<file path="src/rtl/gpu_pixel_writer.sv">
// Pixel sink for the line rasterizer: clips off-screen pixels, buffers the rest in a
// small FIFO and issues one framebuffer write at a time over a req/ack handshake.
module gpu_pixel_writer #(
   parameter int unsigned WIDTH_BITS  = 10,
   parameter int unsigned HEIGHT_BITS = 9,
   parameter int unsigned WIDTH       = 640,
   parameter int unsigned HEIGHT      = 480,
   parameter int unsigned COLOR_BITS  = 24,
   parameter int unsigned ADDR_BITS   = 19,
   parameter int unsigned BASE_ADDR   = 0,
   parameter int unsigned FIFO_DEPTH  = 4
) (
   input  logic                   clk,
   input  logic                   n_rst,
   input  logic                   pix_valid,
   input  logic [WIDTH_BITS-1:0]  pix_x,
   input  logic [HEIGHT_BITS-1:0] pix_y,
   input  logic [COLOR_BITS-1:0]  pix_color,
   output logic                   pix_ready,
   output logic                   mem_wr_req,
   output logic [ADDR_BITS-1:0]   mem_addr,
   output logic [COLOR_BITS-1:0]  mem_wdata,
   input  logic                   mem_wr_ack,
   output logic                   idle,
   output logic [7:0]             drop_count
);

   localparam int unsigned PTR_W = $clog2(FIFO_DEPTH);
   localparam int unsigned CNT_W = PTR_W + 1;

   typedef struct packed {
      logic [WIDTH_BITS-1:0]  x;
      logic [HEIGHT_BITS-1:0] y;
      logic [COLOR_BITS-1:0]  color;
   } entry_t;

   typedef enum logic {S_IDLE, S_REQ} state_t;

   entry_t               fifo_q [FIFO_DEPTH];
   logic [PTR_W-1:0]     wr_ptr_q, rd_ptr_q;
   logic [CNT_W-1:0]     count_q, count_d;
   logic [7:0]           drop_count_q;
   state_t               state_q;
   logic                 mem_wr_req_q;
   logic [ADDR_BITS-1:0] mem_addr_q;
   logic [COLOR_BITS-1:0] mem_wdata_q;

   logic                 fifo_empty, fifo_full;
   logic                 in_range, accept, push, drop, pop;
   entry_t               head;
   logic [ADDR_BITS-1:0] head_addr;

   assign fifo_empty = (count_q == '0);
   assign fifo_full  = (count_q == CNT_W'(FIFO_DEPTH));

   assign in_range = ({1'b0, pix_x} < (WIDTH_BITS + 1)'(WIDTH)) &&
                     ({1'b0, pix_y} < (HEIGHT_BITS + 1)'(HEIGHT));
   assign accept   = pix_valid && !fifo_full;
   assign push     = accept && in_range;
   assign drop     = accept && !in_range;

   // IDLE pops whenever data is present; REQ pops only when the current write is acked.
   assign pop = !fifo_empty && ((state_q == S_IDLE) || mem_wr_ack);

   assign head      = fifo_q[rd_ptr_q];
   assign head_addr = ADDR_BITS'(BASE_ADDR)
                    + ADDR_BITS'(head.y) * ADDR_BITS'(WIDTH)
                    + ADDR_BITS'(head.x);

   assign count_d = count_q + CNT_W'(push) - CNT_W'(pop);

   always_ff @(posedge clk) begin
      if (push) begin
         fifo_q[wr_ptr_q] <= '{x: pix_x, y: pix_y, color: pix_color};
      end
   end

   always_ff @(posedge clk or negedge n_rst) begin
      if (!n_rst) begin
         wr_ptr_q     <= '0;
         rd_ptr_q     <= '0;
         count_q      <= '0;
         drop_count_q <= '0;
      end else begin
         if (push) wr_ptr_q <= wr_ptr_q + 1'b1;
         if (pop)  rd_ptr_q <= rd_ptr_q + 1'b1;
         count_q <= count_d;
         if (drop && (drop_count_q != '1)) drop_count_q <= drop_count_q + 8'd1;
      end
   end

   always_ff @(posedge clk or negedge n_rst) begin
      if (!n_rst) begin
         state_q      <= S_IDLE;
         mem_wr_req_q <= 1'b0;
         mem_addr_q   <= '0;
         mem_wdata_q  <= '0;
      end else begin
         case (state_q)
            S_IDLE: begin
               if (pop) begin
                  mem_wr_req_q <= 1'b1;
                  mem_addr_q   <= head_addr;
                  mem_wdata_q  <= head.color;
                  state_q      <= S_REQ;
               end
            end
            S_REQ: begin
               if (mem_wr_ack) begin
                  if (pop) begin
                     mem_addr_q  <= head_addr;
                     mem_wdata_q <= head.color;
                  end else begin
                     mem_wr_req_q <= 1'b0;
                     state_q      <= S_IDLE;
                  end
               end
            end
            default: begin
               mem_wr_req_q <= 1'b0;
               state_q      <= S_IDLE;
            end
         endcase
      end
   end

   assign pix_ready  = !fifo_full;
   assign mem_wr_req = mem_wr_req_q;
   assign mem_addr   = mem_addr_q;
   assign mem_wdata  = mem_wdata_q;
   assign idle       = (state_q == S_IDLE) && fifo_empty;
   assign drop_count = drop_count_q;

endmodule

</file>
<file path="config.mk">
export PLATFORM = sky130hd
export DESIGN_NAME = gpu_pixel_writer
export DESIGN_NICKNAME = d
export VERILOG_FILES = /design/src/rtl/gpu_pixel_writer.sv
export SDC_FILE = /design/constraint.sdc
export NUM_CORES = 1
export LEC_CHECK = 0
export CAP_MARGIN = 20
export CORE_MARGIN = 5
export CORE_UTILIZATION = 50
export CTS_CLUSTER_DIAMETER = 150
export CTS_CLUSTER_SIZE = 10
export DETAILED_ROUTE_END_ITERATION = 12
export PLACE_DENSITY = 0.72
export SETUP_SLACK_MARGIN = 0.5
export SYNTH_ARGS = -nofsm -noshare
export SYNTH_HDL_FRONTEND = slang
export SYNTH_SLANG_ARGS = --single-unit
export TNS_END_PERCENT = 30
</file>
<file path="constraint.sdc">
create_clock -name clk -period 5.8 [get_ports clk]
set_clock_uncertainty 0.1 [all_clocks]
set_input_delay 1.74 -clock clk [delete_from_list [all_inputs] [get_ports clk]]
set_output_delay 1.74 -clock clk [all_outputs]
set_load 0.05 [all_outputs]
</file>
Word-level counts from Yosys, hierarchy flattened:

Memory sizes are Yosys's and may differ from the RTL's.
Cells that the tools add are included.

* bits in registers: 60
* memory bits (writable): 172
* bits of input ports: 47
* output and inout bits: 54
* logic and storage cells: 52
* memories kept: 1

Memories
* fifo_q: depth 4, width 43, read ports 1, clocked after Yosys merged registers in 0, wr ports 1, line 39 `entry_t fifo_q [FIFO_DEPTH];`

* $add $sub $neg: 6
* multipliers: 1
* magnitude comparators: 2
* eq/ne operators: 5
* multiplexer cells: 15
* bitwise gates (word level): 1
* reduce and logical (&&, ||, !) cells: 13

Operators by type and width (number)
* 24-bit two-way mux: 2
* 24-bit case mux with 2 select lines: 1
* 19-bit two-way mux: 2
* 19-bit case mux with 2 select lines: 1
* 19-bit by 10-bit adder with 19-bit output: 1
* 9-bit by 3-bit multiplier with 12-bit output, second input constant: 1
* 10-bit less-than comparator, second input constant: 1
* 9-bit less-than comparator, second input constant: 1
* 8-bit by 1-bit adder with 8-bit output, second input constant: 1
* 8-bit inequality test, second input constant: 1
* 1-bit logical AND: 7
* 1-bit two-way mux: 7
* 2-bit inequality test, second input constant: 3
* 2-bit by 1-bit adder with 2-bit output, second input constant: 2
* 1-bit case mux with 2 select lines: 2
* 3-bit by 1-bit adder with 3-bit output: 1
* 3-bit == test, second input constant: 1
* 1-bit logical NOT: 3
* 3-bit logical NOT: 1
* 3-bit AND reduction: 1
* 3-bit by 1-bit subtractor with 3-bit output: 1
* 1-bit logical OR: 1
* 1-bit NOT: 1

Depth between registers and ports, before layout:

* word-level depth: 6
* gate-level depth with buffers: 12
* gate-level depth less buffers: 12

Least setup slack after synthesis:

Ideal clock, no wire load.

* path kind: input -> register
* from: in pix_x[8]
* to: mem fifo_q[0][0] (netlist name), enable pin
* setup time: 0.405 ns
* data arrival time: 3.333 ns
* data required time: 5.295 ns
* setup slack: 1.962 ns
* stages: 4
* buffers on the path: 0
* cell sequence: o21ai_0 -> nand2_1 -> nor2_1 -> and2_1

* word-level cells in the longest chain between the ends: 5

RTL lines
* start: declaration: line 16 `input logic [WIDTH_BITS-1:0] pix_x,`
* 10-bit less-than comparator: line 56 `assign in_range = ({1'b0, pix_x} < (WIDTH_BITS + 1)'(WIDTH)) &&`
* 1-bit logical AND: line 56
* 1-bit logical AND: line 59 `assign push = accept && in_range;`
* 1-bit two-way mux: line 73 `if (push) begin`
* 1-bit two-way mux (implied by the code): line 74 `fifo_q[wr_ptr_q] <= '{x: pix_x, y: pix_y, color: pix_color};`
* end: declaration: line 39

Every way passes these cells.

Worst setup path after layout:

* from: reg count_q[1]
* to: out idle

* word-level cells in the longest chain between the ends: 2

RTL lines
* start: declaration: line 41 `logic [CNT_W-1:0] count_q, count_d;`
* start signal: assignment: line 87 `count_q <= count_d;`
* 3-bit logical NOT: line 53 `assign fifo_empty = (count_q == '0);`
* 1-bit logical AND: line 131 `assign idle = (state_q == S_IDLE) && fifo_empty;`
* end: declaration: line 24 `output logic idle,`

Every way passes these cells.

==> metrics.md <==
| Metric | Value |
|---|---|
| Outcome | `finished, final reports clean` |
| ANT nets after route | `0` |
| Primary FF master, synth | `edfxtp_1` |
| Leak Pwr | `4.18 nW` |
| Aggregate global routing overflow | `0` |
| First-pass GRT wire length | `29.6 mm` |
| Worst min-delay path class | `reg -> reg` |
| Root Driver | `clkbuf_16` |
| Sequential element share of the synthesized area | `71.9%` |
| Via/cell ratio | `5.43` |
| Register area | `6670 µm²` |
| Post_cts resized | `0` |
| Final WL | `18.1 mm` |
| Drt wl/cell | `19.6 µm` |
| Cell Area, Synth | `9280 µm²` |
| Critical Path AT | `2.30 ns` |
| Die X | `146 µm` |
| Core Box Area | `18100 µm²` |
| GRT Util Overall | `17.4%` |
| Number of synthesized flops with an enable pin | `172` |
| Die ar. | `21400 µm²` |
| Pre-antenna DRT Iters | `5` |
| Floorplan row count | `49` |
| Largest net degree at the start of global routing | `61` |
| Max Clk Rate | `241 MHz` |
| Final setup vio count | `0` |
| Drc violations | `0` |
| Most common library cell in the layout ignoring fill and taps | `edfxtp_1` |
| Worst Setup Path Type | `reg -> out` |
| Filler cell count | `1269` |
| Syn_area_per_cell | `16.7 µm²` |
| Worst slew pin tran | `0.881 ns` |
| Fraction of layout cells with a size suffix above 1 | `13.4%` |
| Pwr Density | `619 nW/µm²` |
| Max transition margin | `41.2%` |
| Count of warnings emitted by yosys | `0` |
| Unique masters post-synth | `43` |
| Buffers on Ports | `100` |
| FFs w/ async S/R, synth | `25.9%` |
| Clock period minus final worst setup slack | `4.14 ns` |
| Final Cell Area | `11300 µm²` |
| Crit Path Max Fanout | `5` |
| DIE HEIGHT | `146 µm` |
| Nets@finish | `747` |
| Unrepaired setup endpoints after global routing | `no` |
| Iter 0 DRT Violations | `296` |
| Layout area overhead | `21.9%` |
| Vias post-DR | `5010` |
| Max-cap viol count | `0` |
| Initial antenna violation count | `0` |
| Clock buffer depth | `3` |
| CTS tree | `done` |
| Synth Register Bits | `232` |
| I/O pin count | `101` |
| Final Power | `7.00 mW` |
| Worst setup SP type | `flop` |
| Multi-input logic area | `2490 µm²` |
| Hold buffers post-CTS | `0` |
| Total CTS buffers | `27` |
| Fin crit share | `71.5%` |
| Clock Pin Slew Worst Setup and Hold Paths | `0.05 ns` |
| Setup TNS Final | `0 ns` |
| Critical path capture point type | `output pin` |
| Clk Latency, worst-skew pair | `0.51 ns` |
| DPL Wire Length | `11.6 mm` |
| Vias in the first global route | `5501` |
| Placed cell area | `10600 µm²` |
| Postcts setup bufs | `0` |
| Clock sinks | `232` |
| Final slew viol count | `0` |
| RePlAce Congestion | `0.786` |
| IR drop worst, VDD | `333 µV` |
| CP required | `3.96 ns` |
| Post-Syn Instances | `556` |
| Final Hold Viols | `0` |
| Commonest non-fill, non-tap cells in the layout | `172 x edfxtp_1, 117 x nand2_1, 99 x clkdlybuf4s50_1` |
| CTS H-tree lvls | `1` |
| Starting Density | `51.3%` |
| Syn_nets | `630` |
state kept, by name, summed over array words and instances, names as in the netlist:
signal      cells
mem_wr_req      1
wr_ptr_q        2
mem_wdata      24
fifo_q        172
drop_count      8
mem_addr       19
rd_ptr_q        2
state_q         1
count_q         3
logic make-up (layout without fill, tap and decap cells):
logic type | count (synthesis) | after routing | synth area share [%]
AO/OA/AOI/OAI | 36 | 36 | 2.66
AND/OR/NAND/NOR | 160 | 160 | 7.38
adder cells (fa/ha/maj) | 27 | 27 | 3.88
buffers and inverters | 33 | 169 | 1.40
flip-flops | 232 | 232 | 71.9
XOR/XNOR | 24 | 24 | 2.27
multiplexers | 44 | 44 | 10.6
other | 0 | 1 | 0
layer usage:
metal	vias to the layer above	GRT usage, %	share of wire, %
li1	2305	-	-
met1	2527	23.4	42
met2	157	29.8	50
met3	21	3.66	7.0
met4	0	3.29	1.2
met5	-	0	0
report_power, final:
part	switching, mW	internal, mW	total (mW)
sequential	0.265	2.16	2.43
clock	0.601	0.867	1.47
combinational	1.83	1.27	3.10
metrics by stage:
step | hold WS (ns) | setup slack [ns] | std cells | util [%]
final | 0.370 | 1.66 | 922 | 62.5
after CTS | 0.376 | 1.61 | 921 | 62.5
after floorplan | 0.340 | 1.96 | 556 | -
after detailed placement | 0.362 | 1.21 | 873 | 58.3
after global routing | 0.408 | 1.39 | 921 | 62.5
after global placement | 0.350 | 1.38 | 873 | 58.3
synthesized netlist by cell type, types with 2 or more instances:
cell type	instances	area, µm²
a211o_1	2	17.5
a21oi_1	4	20.0
a221oi_1	2	17.5
and2_1	5	31.3
buf_2	5	25.0
clkbuf_1	14	52.6
dfrtp_1	60	1500
edfxtp_1	172	5160
fa_1	3	60.1
ha_1	24	300
inv_1	14	52.6
mux4_2	43	968
nand2_1	118	443
nand3_1	3	15.0
nand4_1	4	25.0
nor2_1	13	48.8
nor2b_1	2	12.5
nor3_1	4	20.0
o21ai_0	16	80.1
o21ai_1	3	15.0
xnor2_1	15	131
xor2_1	9	78.8
layout make-up:
class,instances,share of cell area (%)
inverter,14,0.465
antenna,1,0.0221
timing repair buffer,107,9.29
clock inverter,1,0.0774
tap,229,2.53
clock buffer,47,6.64
sequential,232,59.0
multi-input combinational,291,22.0
critical path, cell delays in order (launching register included):
cell and delay, ns:
dfrtp_1 0.44, or3_1 0.43, nor2_1 0.11, clkdlybuf4s50_1 0.80
final timing paths:
check                                               start  depth (start not counted)                         to  slack, ns
worst max-delay path                 count_q[1]$_DFF_PN0_                          3                       idle       1.66
worst min-delay path            mem_wdata[22]$_DFFE_PN0P_                          2  mem_wdata[22]$_DFFE_PN0P_       0.37
worst max register to register    rd_ptr_q[0]$_DFFE_PN0P_                         10   mem_addr[18]$_DFFE_PN0P_       1.68
worst min register to register  mem_wdata[22]$_DFFE_PN0P_                          2  mem_wdata[22]$_DFFE_PN0P_       0.37
max in group asynchronous                           n_rst                          1    rd_ptr_q[0]$_DFFE_PN0P_       3.81
min in group asynchronous                           n_rst                          1   mem_addr[17]$_DFFE_PN0P_       1.19
Power figures use the tool's default switching activity.
